[config.mk]
export PLATFORM = sky130hd
export DESIGN_NAME = mux16_rr_arbiter_flat
export DESIGN_NICKNAME = d
export VERILOG_FILES = /design/src/rtl/mux16_rr_arbiter_if.sv /design/src/rtl/mux16_rr_arbiter.sv /design/src/flat_wrapper.sv
export SDC_FILE = /design/constraint.sdc
export NUM_CORES = 1
export LEC_CHECK = 0
export CAP_MARGIN = 5
export CORE_ASPECT_RATIO = 1.1
export CORE_MARGIN = 1.5
export CORE_UTILIZATION = 60
export DETAILED_ROUTE_END_ITERATION = 7
export PLACE_DENSITY = 0.83
export SLEW_MARGIN = 5
export SYNTH_ARGS = -nofsm -noshare
export SYNTH_HDL_FRONTEND = slang
export SYNTH_SLANG_ARGS = --single-unit
[constraint.sdc]
create_clock -name clk -period 9.88 [get_ports clk]
set_input_delay 0.988 -clock clk [delete_from_list [all_inputs] [get_ports clk]]
set_output_delay 0.988 -clock clk [all_outputs]
set_load 0.005 [all_outputs]
[src/rtl/mux16_rr_arbiter_if.sv]
// Bus between the requesters and the 16:1 mux round-robin arbiter.
//
// Handshake: the requesters raise req[i] and hold it for as long as they want
// the path. gnt/sel/sel_valid say who owns it: sel is meaningful only while
// sel_valid is 1, and sel_valid == |gnt. beat means "the downstream accepted one
// transfer through the mux this cycle". It is counted only while the current
// owner still holds its req bit. burst_cnt reports the beats accepted so far in
// the current grant.
interface mux16_rr_arbiter_if;
    logic [15:0] req;
    logic        beat;
    logic [15:0] gnt;
    logic [3:0]  sel;
    logic        sel_valid;
    logic [7:0]  burst_cnt;

    // Requester / downstream side
    modport master (
        output req,
        output beat,
        input  gnt,
        input  sel,
        input  sel_valid,
        input  burst_cnt
    );

    // Arbiter side
    modport slave (
        input  req,
        input  beat,
        output gnt,
        output sel,
        output sel_valid,
        output burst_cnt
    );
endinterface

[src/rtl/mux16_rr_arbiter.sv]
// Round-robin arbiter and sequencer for the shared 16:1 select datapath.
// The arbiter picks one owner from IDLE, keeping its search pointer. It holds
// the grant until the owner drops req or reaches MAX_BURST qualified beats.
// It then inserts one idle cycle and moves the pointer past the old owner.
module mux16_rr_arbiter #(
    parameter int NREQ      = 16,
    parameter int SELW      = 4,
    parameter int MAX_BURST = 8
) (
    input  logic                  clk,
    input  logic                  rst_n,
    mux16_rr_arbiter_if.slave     bus,
    output logic                  state_dbg
);

    typedef enum logic {
        IDLE  = 1'b0,
        GRANT = 1'b1
    } state_t;

    state_t            state;
    logic [SELW-1:0]   ptr;
    logic [NREQ-1:0]   gnt_q;
    logic [SELW-1:0]   sel_q;
    logic              sel_valid_q;
    logic [7:0]        cnt_q;

    logic              win_found;
    logic [SELW-1:0]   win_idx;
    logic [SELW-1:0]   scan_idx;
    logic              own_req;

    // Rotating priority search: first requester at or after ptr, wrapping mod 16
    always_comb begin
        win_found = 1'b0;
        win_idx   = ptr;
        scan_idx  = ptr;
        for (int i = 0; i < NREQ; i++) begin
            scan_idx = ptr + SELW'(i);
            if (!win_found && bus.req[scan_idx]) begin
                win_found = 1'b1;
                win_idx   = scan_idx;
            end
        end
    end

    // Owner still requesting; beats only count while this is true
    always_comb begin
        own_req = bus.req[sel_q];
    end

    // Two-state grant FSM with all outputs registered
    always_ff @(posedge clk or negedge rst_n) begin
        if (!rst_n) begin
            state       <= IDLE;
            ptr         <= '0;
            gnt_q       <= '0;
            sel_q       <= '0;
            sel_valid_q <= 1'b0;
            cnt_q       <= '0;
        end else begin
            case (state)
                IDLE: begin
                    if (win_found) begin
                        state       <= GRANT;
                        gnt_q       <= {{(NREQ-1){1'b0}}, 1'b1} << win_idx;
                        sel_q       <= win_idx;
                        sel_valid_q <= 1'b1;
                        cnt_q       <= '0;
                    end
                end
                GRANT: begin
                    // Dropping req wins over a same-cycle beat; the terminal
                    // beat releases instead of storing MAX_BURST in the counter.
                    if (!own_req || (bus.beat && cnt_q == 8'(MAX_BURST - 1))) begin
                        state       <= IDLE;
                        gnt_q       <= '0;
                        sel_valid_q <= 1'b0;
                        cnt_q       <= '0;
                        ptr         <= sel_q + 1'b1;
                    end else if (bus.beat) begin
                        cnt_q <= cnt_q + 8'd1;
                    end
                end
                default: begin
                    state       <= IDLE;
                    gnt_q       <= '0;
                    sel_valid_q <= 1'b0;
                    cnt_q       <= '0;
                end
            endcase
        end
    end

    assign bus.gnt       = gnt_q;
    assign bus.sel       = sel_q;
    assign bus.sel_valid = sel_valid_q;
    assign bus.burst_cnt = cnt_q;
    assign state_dbg     = state;

endmodule
[src/flat_wrapper.sv]
// flat-port wrapper written by rule: the top's interface ports become plain ports
module mux16_rr_arbiter_flat 
#(
    parameter int NREQ      = 16,
    parameter int SELW      = 4,
    parameter int MAX_BURST = 8
)
  (clk, rst_n, state_dbg, bus_req, bus_beat, bus_gnt, bus_sel, bus_sel_valid, bus_burst_cnt);
  mux16_rr_arbiter_if bus_i ();
  input  logic clk;
  input  logic rst_n;
  output logic state_dbg;
  input wire logic [$bits(bus_i.req)-1:0] bus_req;
  input wire logic [$bits(bus_i.beat)-1:0] bus_beat;
  output wire logic [$bits(bus_i.gnt)-1:0] bus_gnt;
  output wire logic [$bits(bus_i.sel)-1:0] bus_sel;
  output wire logic [$bits(bus_i.sel_valid)-1:0] bus_sel_valid;
  output wire logic [$bits(bus_i.burst_cnt)-1:0] bus_burst_cnt;
  assign bus_i.req = bus_req;
  assign bus_i.beat = bus_beat;
  assign bus_gnt = bus_i.gnt;
  assign bus_sel = bus_i.sel;
  assign bus_sel_valid = bus_i.sel_valid;
  assign bus_burst_cnt = bus_i.burst_cnt;
  mux16_rr_arbiter #(.NREQ(NREQ), .SELW(SELW), .MAX_BURST(MAX_BURST)) u_core (.clk(clk), .rst_n(rst_n), .bus(bus_i), .state_dbg(state_dbg));
endmodule
==> Word level (Yosys, flattened, before mapping) <==
Index checks and enable logic that the tools add are counted.
{ "op_classes": {"reduce_logical": 37, "n_eq_ne": 4, "magnitude_cmp": 17, "add_sub_neg": 17, "muxes": 78, "shift": 1, "n_bitwise": 1} }
{ "ops": {"columns": ["operator", "count"], "rows": [
  ["$lt A4 B5 Y1 const B", 17],
  ["$bmux W1 S4", 17],
  ["$mux W4", 15],
  ["$mux W1", 37],
  ["$add A4 B4 Y4 const B", 8],
  ["$mux W16", 2],
  ["$pmux W16 S2", 1],
  ["$mux W8", 3],
  ["$add A4 B3 Y4 const B", 4],
  ["$logic_and A1 B1 Y1", 16],
  ["$logic_not A1 Y1", 16],
  ["$pmux W8 S2", 1],
  ["$shl A1 B4 Y16 const A", 1],
  ["$add A4 B1 Y4 const B", 2],
  ["$add A4 B2 Y4 const B", 2],
  ["$add A8 B1 Y8 const B", 1],
  ["$eq A8 B3 Y1 const B", 1],
  ["$reduce_and A2 Y1", 4],
  ["$pmux W1 S2", 2],
  ["$ne A3 B3 Y1 const B", 1],
  ["$ne A2 B1 Y1 const B", 1],
  ["$ne A2 B2 Y1 const B", 1],
  ["$logic_or A1 B1 Y1", 1],
  ["$not A1 Y1", 1]
]} }
{ "totals": {"wordCells": 161, "register_bits": 34, "in_bits": 19, "out_inout_bits": 30} }

==> Longest topological paths before layout <==
{ "depth": {"word_depth": 51, "depth_mapped": 19, "depth_no_buf": 12} }

==> Worst setup path after synthesis <==
Ideal clock, no wire load.
{ "synth_timing": {"path_kind": "register -> register", "from": "register u_core.ptr[1]", "to": "register u_core.gnt_q[12], in the netlist u_core.bus.gnt[12]", "path_buffers": 7, "required_ns": 9.758, "path_slack_ns": 5.221, "arrival_ns": 4.538, "stages_incl_launch_ff": 19, "setup_ns": 0.122, "synth_period_minus_slack_ns": 4.659, "path_cell_list": "dfrtp_1 > buf_2 > buf_2 > clkbuf_1 > inv_1 > ha_1 > buf_6 > mux4_2 > nor4b_1 > or4_1 > buf_6 > nor3_2 > and3_1 > buf_6 > o2111ai_1 > and2_1 > a31o_1 > buf_2 > a32o_1"} }
{ "synth_between": {"elab_chain_len": 51, "word_cells_on_any_way": 113, "cone_classes": "add/sub (15); eq/ne (1); shift (1); mux (65); reduce/logical (31)"} }
{ "synth_lines": {"columns": ["element", "line", "source"], "rows": [
  ["start, declared", "mux16_rr_arbiter.sv:22", "logic [SELW-1:0] ptr;"],
  ["start signal, assigned", "mux16_rr_arbiter.sv:80", "ptr <= sel_q + 1'b1;"],
  ["parallel branches: the longest is 51 deep, another holds $add A4 B1 Y4", null, null],
  ["end signal, assigned", "mux16_rr_arbiter.sv:66", "gnt_q <= {{(NREQ-1){1'b0}}, 1'b1} << win_idx;"],
  ["end, declared", "mux16_rr_arbiter.sv:23", "logic [NREQ-1:0] gnt_q;"]
]} }
Parallel ways; which one is timed is not known. The select of a mux whose other input is x is not followed.
A chain may end at the register's enable or synchronous reset.

==> Worst setup path after layout <==
{ "layout_timing": {"from": "register u_core.ptr[1]", "to": "register u_core.gnt_q[11], in the netlist u_core.bus.gnt[11]"} }
Same word-level chain as after synthesis.

==> run_results.csv <==
group,metric,value,unit
status,status,"finished, final reports clean",
global_routing,antenna_found_initial,0,
timing,report.final.hold_viol_count,0,
logic_synthesis,yosysTopAreaCellShare,0.201,
setup_path,cp.arrival,5520,ps
floorplan,dieHeight,91,um
setup_path,r2r_slack,4530,ps
place,dp_hpwl,9.39,mm
layout,num-fill-cells,511,
worst_hold_path,hold_class,"reg -> reg",
layout,nets,511,
timing,tns,0,ps
layout,area_growth,13.5,%
logic_synthesis,mappedNetlistArea,4220,sq um
layout,drive_gt1_frac,0.167,
logic_synthesis,ys.flop_type,"dfrtp_1",
timing,fin_worst_skew,7.52,ps
timing,rsz0062_at_grt,"no",
logic_synthesis,ys_seq_elements,34,
timing,slew_viol_final,0,
logic_synthesis,syn-num-nets,474,
timing,fin_crit_sh,0.541,
drt,vias,4139,
place,portBuffers,48,
setup_path,cp-start-kind,"register",
clock_tree,post_cts_buffers,0,
floorplan,fp.dieArea,7550,sq um
setup_path,end_kind,"register",
global_routing,grt_pass1_wl,20.6,mm
timing,finalSetupViolations,0,
clock_tree,clk_pin_slew,70,ps
logic_synthesis,post_synth_num_cell_types,79,
setup_path,cp_num_cells,13,
global_routing,grtUsageTotal,0.339,
global_routing,overflow,0,
setup_path,path_buf_inv,2,
global_routing,grt_max_degree,35,
drt,final_antenna_net_count,0,
setup_path,critPathMaxFanout,29,
floorplan,fp.dieW,83,um
drt,wire_per_inst,22.2,um
floorplan,initial_utilization,0.629,
setup_path,slowest_delay,820,ps
floorplan,io_pins,49,
floorplan,placeableCoreArea,6710,sq um
setup_path,rr_worst_depth,13,
timing,tightest_slew,830,ps
logic_synthesis,syn_area_per_cell,9.47,sq um
logic_synthesis,ys_seq_area_frac,0.201,
timing,post-route-min-period,5350,ps
clock_tree,cts_tree,"done",
logic_synthesis,synthCells,446,
setup_path,crit_family,"simple AND/OR/NAND/NOR gates",
logic_synthesis,synth_largest_area_cell,"dfrtp_1",
timing,fmax,187,MHz
setup_path,worstPathCellList,"buf_4, inv_1, ha_1, mux4_2, o211a_1, or4_1, nor3_2, and3_1, a221oi_2, xnor2_1, or2_1, nor2_2, a32o_1",
layout,register_area,851,sq um
setup_path,crit_slowest_cell,"ha_1",
timing,slew_headroom,0.443,
layout,n_antenna_cell,0,
clock_tree,cts_hold_buf,0,
clock_tree,cts_buffers,5,
floorplan,rows,31,
clock_tree,clock_path_buffers,2,
clock_tree,cts.sinks,34,
drt,totalWireLength,12.6,mm
logic_synthesis,async_reset_ff_frac,1.00,
logic_synthesis,yosys_warnings,0,
clock_tree,cts_root_buf,"clkbuf_8",
place,routabilityCongestion,1.02,
drt,drc_errors,0,
drt,drt-vias-per-instance,7.31,
logic_synthesis,synth_edf_count,0,
worst_hold_path,min_path_cells,2,
setup_path,critPathKind,"reg -> reg",
global_routing,grt_pass1_vias,3870,
drt,dr.pass1.iters,5,
layout,utilization,0.715,
clock_tree,insertion_delay,290,ps
clock_tree,ctsResizeCount,0,
flow_run,maxCapViolCount,0,
clock_tree,htreeDepth,2,
layout,multi_input_area,3190,sq um
setup_path,cp_data_required_time,10060,ps
logic_synthesis,synth.area.top_cells,"dfrtp_1 (20%), mux4_2 (16%), mux2i_1 (5.5%)",
drt,first_iter_violations,453,
[Yosys cell counts, types with 10 or more instances]
| cell type | n |
|---|---|
| a21oi_1 | 25 |
| o21ai_0 | 22 |
| nor2_1 | 37 |
| nand3_1 | 17 |
| nand2_1 | 43 |
| a32o_1 | 11 |
| dfrtp_1 | 34 |
| inv_1 | 10 |
| mux4_2 | 30 |
| mux2i_1 | 23 |
| xor2_1 | 11 |
[cells in the final DEF (no fill, tap or decap), drive strengths merged, types with 5 or more instances in the layout]
master,count
clkdlybuf4s50,48
nand2,44
nor2,41
dfrtp,34
mux4,34
a21oi,25
mux2i,25
o21ai,25
nand3,18
xor2,12
a32o,12
inv,11
nor3,11
mux2,9
ha,9
xnor2,9
o31ai,8
o22ai,7
clkbuf,7
a22o,6
and2,6
nor2b,5
a31oi,5
[state kept, by name, indices dropped and copies added, names as in the netlist]
register	flops
u_core.ptr	4
u_core.bus.burst_cnt	8
u_core.bus.sel	4
u_core.bus.sel_valid	1
u_core.bus.gnt	16
u_core.state_dbg	1
[cells by family (layout without fill, tap and decap cells)]
logic type | count (synthesis) | in the layout | synth area share
AO/OA/AOI/OAI | 129 | 129 | 0.231
flip-flops | 34 | 34 | 0.201
AND/OR/NAND/NOR | 151 | 151 | 0.181
adder cells (fa/ha/maj) | 9 | 9 | 0.0267
XOR/XNOR | 21 | 21 | 0.0471
multiplexers | 68 | 68 | 0.270
buffers and inverters | 34 | 72 | 0.0424
[area by class of cell]
type	instances	share of cell area
clock buffers	7	0.0180
clock inverters	1	0.00104
inverters	12	0.00939
multi-input cells	378	0.666
flip-flops and latches	34	0.177
well taps	82	0.0214
repair buffers	52	0.106
[path summary, 6_finish.rpt]
kind | startpoint | to
min in group asynchronous | rst_n | u_core.bus.gnt[10]
max in group asynchronous | rst_n | u_core.bus.burst_cnt[5]
min | u_core.bus.gnt[4] | u_core.bus.gnt[4]
max | u_core.ptr[1] | u_core.bus.gnt[11]
min reg2reg | u_core.bus.gnt[4] | u_core.bus.gnt[4]
max reg2reg | u_core.ptr[1] | u_core.bus.gnt[11]
[layer usage]
layer	share of wire	vias up	global-route usage	routed length, um
met4	0.029	0	0.111	371
met1	0.41	1985	0.472	5100
met2	0.48	288	0.547	6000
met5	0	-	0	0
li1	-	1826	-	-
met3	0.088	40	0.0464	1110
[through the flow]
stage	cell area, sq um	hold WS (ps)	std cells	setup slack (ps)
2_1_floorplan	4220	473	446	5220
3_3_place_gp	4700	466	558	4690
3_5_place_dp	4700	473	558	4600
4_1_cts	4790	488	566	4570
5_1_grt	4790	511	566	4230
6_report	4790	480	566	4530
[tightest hold or removal path, stage by stage, from the launching register on]
cell	delay, ps
dfrtp_1	340
nand2_1	50
o31ai_1	50
Power is left out: the tool's default activity adds up to more than one toggle a clock period on the data nets, which glitch-free logic cannot reach.
